File: config.mk
export PLATFORM = sky130hd
export DESIGN_NAME = shift_add_mult
export DESIGN_NICKNAME = d
export VERILOG_FILES = /design/src/rtl/shift_add_mult.sv
export SDC_FILE = /design/constraint.sdc
export NUM_CORES = 1
export LEC_CHECK = 0
export CAP_MARGIN = 5
export CORE_AREA = 3 3 135 137
export CTS_CLUSTER_DIAMETER = 100
export CTS_CLUSTER_SIZE = 14
export DETAILED_ROUTE_END_ITERATION = 10
export DIE_AREA = 0 0 138 140
export PLACE_DENSITY_LB_ADDON = 0.2
export SLEW_MARGIN = 10
export SYNTH_ARGS = -nofsm -noshare
export SYNTH_HDL_FRONTEND = slang
export SYNTH_HIERARCHICAL = 1
export SYNTH_SLANG_ARGS = --single-unit
File: constraint.sdc
create_clock -name clk -period 15.4 [get_ports clk]
set_input_delay 3.08 -clock clk [delete_from_list [all_inputs] [get_ports clk]]
set_output_delay 3.08 -clock clk [all_outputs]
set_load 0.01 [all_outputs]
File: src/rtl/shift_add_mult.sv
// Sequential shift-and-add unsigned multiplier (SIZE x SIZE -> 2*SIZE), one multiplier bit per RUN cycle.
// Define EARLY_TERM_EN to finish as soon as the remaining multiplier bits are all zero.

module custom_adder #(
  parameter int W = 32
) (
  input  logic [W-1:0] a,
  input  logic [W-1:0] b,
  input  logic         cin,
  output logic [W-1:0] sum,
  output logic         cout
);
  logic [W:0] c;

  assign c[0] = cin;
  for (genvar i = 0; i < W; i++) begin : g_bit
    assign sum[i]   = a[i] ^ b[i] ^ c[i];
    assign c[i+1]   = (a[i] & b[i]) | (c[i] & (a[i] ^ b[i]));
  end
  assign cout = c[W];
endmodule

module shift_add_mult #(
  parameter int SIZE = 32
) (
  input  logic              clk,
  input  logic              rst,
  input  logic              start,
  input  logic [SIZE-1:0]   multiplicand,
  input  logic [SIZE-1:0]   multiplier,
  output logic              busy,
  output logic              done,
  output logic [2*SIZE-1:0] product
);
  localparam int CW = $clog2(SIZE + 1);

  typedef enum logic [1:0] {IDLE, RUN, DONE} state_t;

  state_t          state;
  logic [SIZE-1:0] mcand, mq, addend, sum;
  // Upper partial product; its extra top bit is always zero after the shift, so it is not stored.
  logic [SIZE-1:0] p_hi;
  logic [CW-1:0]   cnt;
  logic            cout;

  assign addend = mq[0] ? mcand : '0;

  custom_adder #(.W(SIZE)) u_add (
    .a   (p_hi),
    .b   (addend),
    .cin (1'b0),
    .sum (sum),
    .cout(cout)
  );

`ifdef EARLY_TERM_EN
  logic              rest_zero;
  logic [2*SIZE-1:0] early_prod;

  // Bits mq[cnt-1:0] still await processing; a shift of all-ones by SIZE yields zero, so the mask saturates.
  assign rest_zero  = (mq & ~({SIZE{1'b1}} << cnt)) == '0;
  assign early_prod = {p_hi, mq} >> cnt;
`endif

  assign busy = (state == RUN);
  assign done = (state == DONE);

  always_ff @(posedge clk) begin
    if (rst) begin
      state   <= IDLE;
      mcand   <= '0;
      mq      <= '0;
      p_hi    <= '0;
      cnt     <= '0;
      product <= '0;
    end else begin
      case (state)
        IDLE, DONE: begin
          if (start) begin
            mcand <= multiplicand;
            mq    <= multiplier;
            p_hi  <= '0;
            cnt   <= CW'(SIZE);
            state <= RUN;
          end else begin
            state <= IDLE;
          end
        end
        RUN: begin
`ifdef EARLY_TERM_EN
          if (rest_zero) begin
            product <= early_prod;
            cnt     <= '0;
            state   <= DONE;
          end else
`endif
          begin
            p_hi <= {cout, sum[SIZE-1:1]};
            mq   <= {sum[0], mq[SIZE-1:1]};
            cnt  <= cnt - CW'(1);
            if (cnt == CW'(1)) begin
              product <= {cout, sum, mq[SIZE-1:1]};
              state   <= DONE;
            end
          end
        end
        default: state <= IDLE;
      endcase
    end
  end
endmodule

==> results.txt <==
The run finished with clean final reports. The hold-fix buffer count after cts was 0; the required time at the worst-slack endpoint was 15.75 ns. The synthesized area per cell works out to 9.22 sq um. TritonCTS built the clock tree.

The combinational fraction of design power is 10.0%. Global routing used 17.5% of the available tracks. Based on the critical path, the design can be clocked at up to 0.0745 GHz. The analysis attributes to cell leakage a power of 3.35 nW. STA classifies the critical path startpoint as a register.

The peak supply drop is 0.0869 mV, and the number of synthesized register bits is 168. Summed over all layers, the global routing overflow is 0. The number of setup violations in the final report was 0; the count of buffers from port buffering was 132. The total number of vias is 5735, and the largest net degree at the start of global routing is 170. The weighted congestion at the end of routability-driven global placement was 0.770. The time the worst path needs with I/O delays and setup is 13.43 ns. 0 antenna diodes ended up in the layout.

The final layout contains routed wiring with a total length of 16.6 mm. Of the total synthesized cell area, the portion taken by AND, OR, NAND and NOR gates is 23.8%. The area share of the largest cell type after synthesis was 44.0%; the synthesized instance count was 829. The core outline area was 0.0172 sq mm.

The area growth from synthesis to layout is 25.5%. For the number of violations reported at the end of detailed-routing iteration 0, the log shows 262. The share of the clock period used by the worst path after layout was 87.2%. The most numerous cell type found on the critical path is sky130_fd_sc_hd__fa_1.

Maximum clock skew at final layout: 0.0112 ns. The worst hold path belongs to the class reg -> reg. Dividing the detail-routed wire length by the instance count gives 14.4 um. Yosys printed 6 warnings. For the number of antenna violations at the first check in global routing, the log shows 0. In the final layout, flip-flops and latches occupy 0.00336 sq mm.

Setup repair after global routing left no endpoint under its margin. The number of pins with negative max-slew slack in the final report is 0. For this run, the register share of the synthesized area comes to 44.0%.

The synthesized netlist devotes 10.2% of its cell area to compound gates. The share of post-route cells with drive strength above 1 is 4.30%, and the data arrival time of the critical path is 13.78 ns. Summing all multi-input logic gate instances after layout gives 0.00393 sq mm.

After detailed routing, the number of remaining DRC violations is 0. Largest fanout on the critical path: 2. On the worst path, the slowest cell contributes a delay of 0.43 ns. Number of hold violations in the final report: 0. The type of destination of the critical path was a register.

Setup total negative slack on the finished layout was measured at 0 ns. 133 I/O pins were placed. The filler cells instantiated in the layout total 1581. The mux share of post-synthesis cell area is 8.38%. At the pin with the least slew margin, the transition time is 1.16 ns. The H-tree depth came out at 4.

The synthesized netlist occupies a cell area of 0.00764 sq mm. The critical path start-end classification was reg -> reg. Net switching is 23.7% of the power.

On the critical path, the stage with the largest delay is an instance of sky130_fd_sc_hd__fa_1. The vertical die dimension works out to 140 um. The number of nets in the synthesized netlist is 930. Yosys attributes the largest share of cell area to sky130_fd_sc_hd__dfxtp_1, sky130_fd_sc_hd__nand2b_1, sky130_fd_sc_hd__fa_1, sky130_fd_sc_hd__mux2i_1, sky130_fd_sc_hd__a21oi_1. Share of total power in sequential cells: 46.5%.

The cell accounting for the most synthesized area was sky130_fd_sc_hd__dfxtp_1. The run gives 28.0 mm as the wire length of the first global-routing pass. The HPWL after detailed placement was 9.90 mm; the ratio of total power to cell area was 103 mW/mm^2. The tools report the buffer type at the clock tree root as sky130_fd_sc_hd__clkbuf_16.

No sink is reached through more buffers than the 2 on the longest clock path. Count of instances resized after the clock tree is built: 0. Headroom to the max-slew limit came out at 22.8%.

The tools report the via count of the first global-routing pass as 5569. Internal power comes to 0.756 mW. Dividing the detail-routed via count by the number of cells gives 4.96. The share of total power dissipated in the clock network is 43.5%. Leaving out fill and tap cells, the most frequent cell in the layout is sky130_fd_sc_hd__dfxtp_1. Row generation in the floorplan step produced 48 rows. The tools report the latest clock arrival within the worst-skew pair as 0.42 ns. Of the total synthesized cell area, the portion taken by XOR and XNOR cells is 0%. The logs give 0.0193 sq mm for the area enclosed by the die boundary and 4 for the length of the first detailed-routing pass in iterations.

Max-cap violations in this run came to 0. In the layout the commonest cells are sky130_fd_sc_hd__dfxtp_1, sky130_fd_sc_hd__clkdlybuf4s50_1, sky130_fd_sc_hd__nand2b_1. The run gives 0 as the number of setup buffers added after CTS. For the switching power of the nets, the log shows 0.234 mW. By area, the combinational part of the netlist is dominated by simple AND/OR/NAND/NOR gates. The number of different library cells used by synthesis comes to 31. The starting density of the core was 44.5%.

The final-stage net count was 1019; the clock transition at the register clock pins on the worst setup and hold paths after CTS was 0.06 ns. After Yosys synthesis, full adders, half adders and majority gates account for 8.71% of the synthesized area. The utilization after layout is 55.8%, and the remaining antenna violation count is 0. The chip width is 138 um, and the number of sinks driven by the clock tree is 168.

The number of buffers added by the clock tree synthesis step was 17.
-- power by group through the flow --
stage | combinational [mW] | clock [mW] | sequential, mW
2_1_floorplan | 0.0658 | 0 | 0.467
3_3_place_gp | 0.0994 | 0 | 0.470
3_5_place_dp | 0.100 | 0 | 0.470
4_1_cts | 0.100 | 0.441 | 0.460
5_1_grt | 0.111 | 0.459 | 0.462
6_report | 0.0992 | 0.431 | 0.460
-- final cells by class --
| class | count | area share, % |
|---|---|---|
| multi-input combinational | 579 | 41.0 |
| sequential | 168 | 35.1 |
| timing repair buffer | 138 | 14.3 |
| clock buffer | 24 | 4.92 |
| tap | 225 | 2.94 |
| clock inverter | 8 | 1.25 |
| inverter | 14 | 0.548 |
-- layer usage --
layer	up-vias	routed length, um	share of wire [%]	track usage [%]
met2	121	7540	45	27.4
met1	2661	8290	50	24.3
li1	2939	-	-	-
met3	14	580	3.5	3.76
met4	0	212	1.3	5.77
met5	-	0	0	0
-- cell usage after synthesis, drive strengths merged --
cell / instances
nand3: 67
and2: 32
or3: 1
conb: 1
nand2b: 131
dfxtp: 168
a21oi: 101
buf: 29
a311o: 1
ha: 2
a22oi: 32
nor3: 1
fa: 32
clkbuf: 39
nand2: 97
nor2b: 3
a311oi: 2
or2: 1
inv: 14
and3: 1
nor3b: 2
mux2i: 64
o211ai: 1
or4b: 1
nand3b: 1
nand4: 2
nor2: 3
-- final timing paths --
kind / from / endpoint / slack, ns / cells after the start
hold / removal: mcand[12] / mcand[12] / 0.45 / 2
hold reg to reg: mcand[12] / mcand[12] / 0.45 / 2
setup / recovery: mcand[0] / p_hi[30] / 1.97 / 39
setup reg to reg: mcand[0] / p_hi[30] / 1.97 / 39
-- state kept, by name (all words and copies together) (netlist names) --
name,cells
product,64
mq,32
mcand,32
cnt,6
p_hi,32
state,2
-- metrics by stage --
| stage | area [sq um] | setup WS [ns] | hold slack (ns) | cells | power [mW] |
|---|---|---|---|---|---|
| floorplan | 7640 | 2.58 | 0.432 | 829 | 0.533 |
| CTS | 9590 | 2.00 | 0.451 | 1156 | 1.00 |
| global placement | 9000 | 2.14 | 0.438 | 1124 | 0.569 |
| detailed placement | 9000 | 2.07 | 0.442 | 1124 | 0.570 |
| finish | 9590 | 1.97 | 0.449 | 1156 | 0.990 |
| global route | 9590 | 1.52 | 0.465 | 1156 | 1.03 |
-- cell families (layout without fill, tap and decap cells) --
logic type      count (synthesis)  count (layout)
flops                         168             168
other cells                     1               1
simple gates                  343             343
fa+ha+maj                      34              34
buf+inv                        82             184
compound gates                137             137
mux                            64              64
-- worst max-delay path: cells and delay by family, from the launching register on --
family	cells	cell delay, ns
AOI/OAI and AO/OA	1	0.14
adders and majority gates	32	12.42
DFF	1	0.31
buffers and inverters	4	0.28
and+or+nand+nor	2	0.22
No activity file was read; power rests on OpenSTA's default activity.
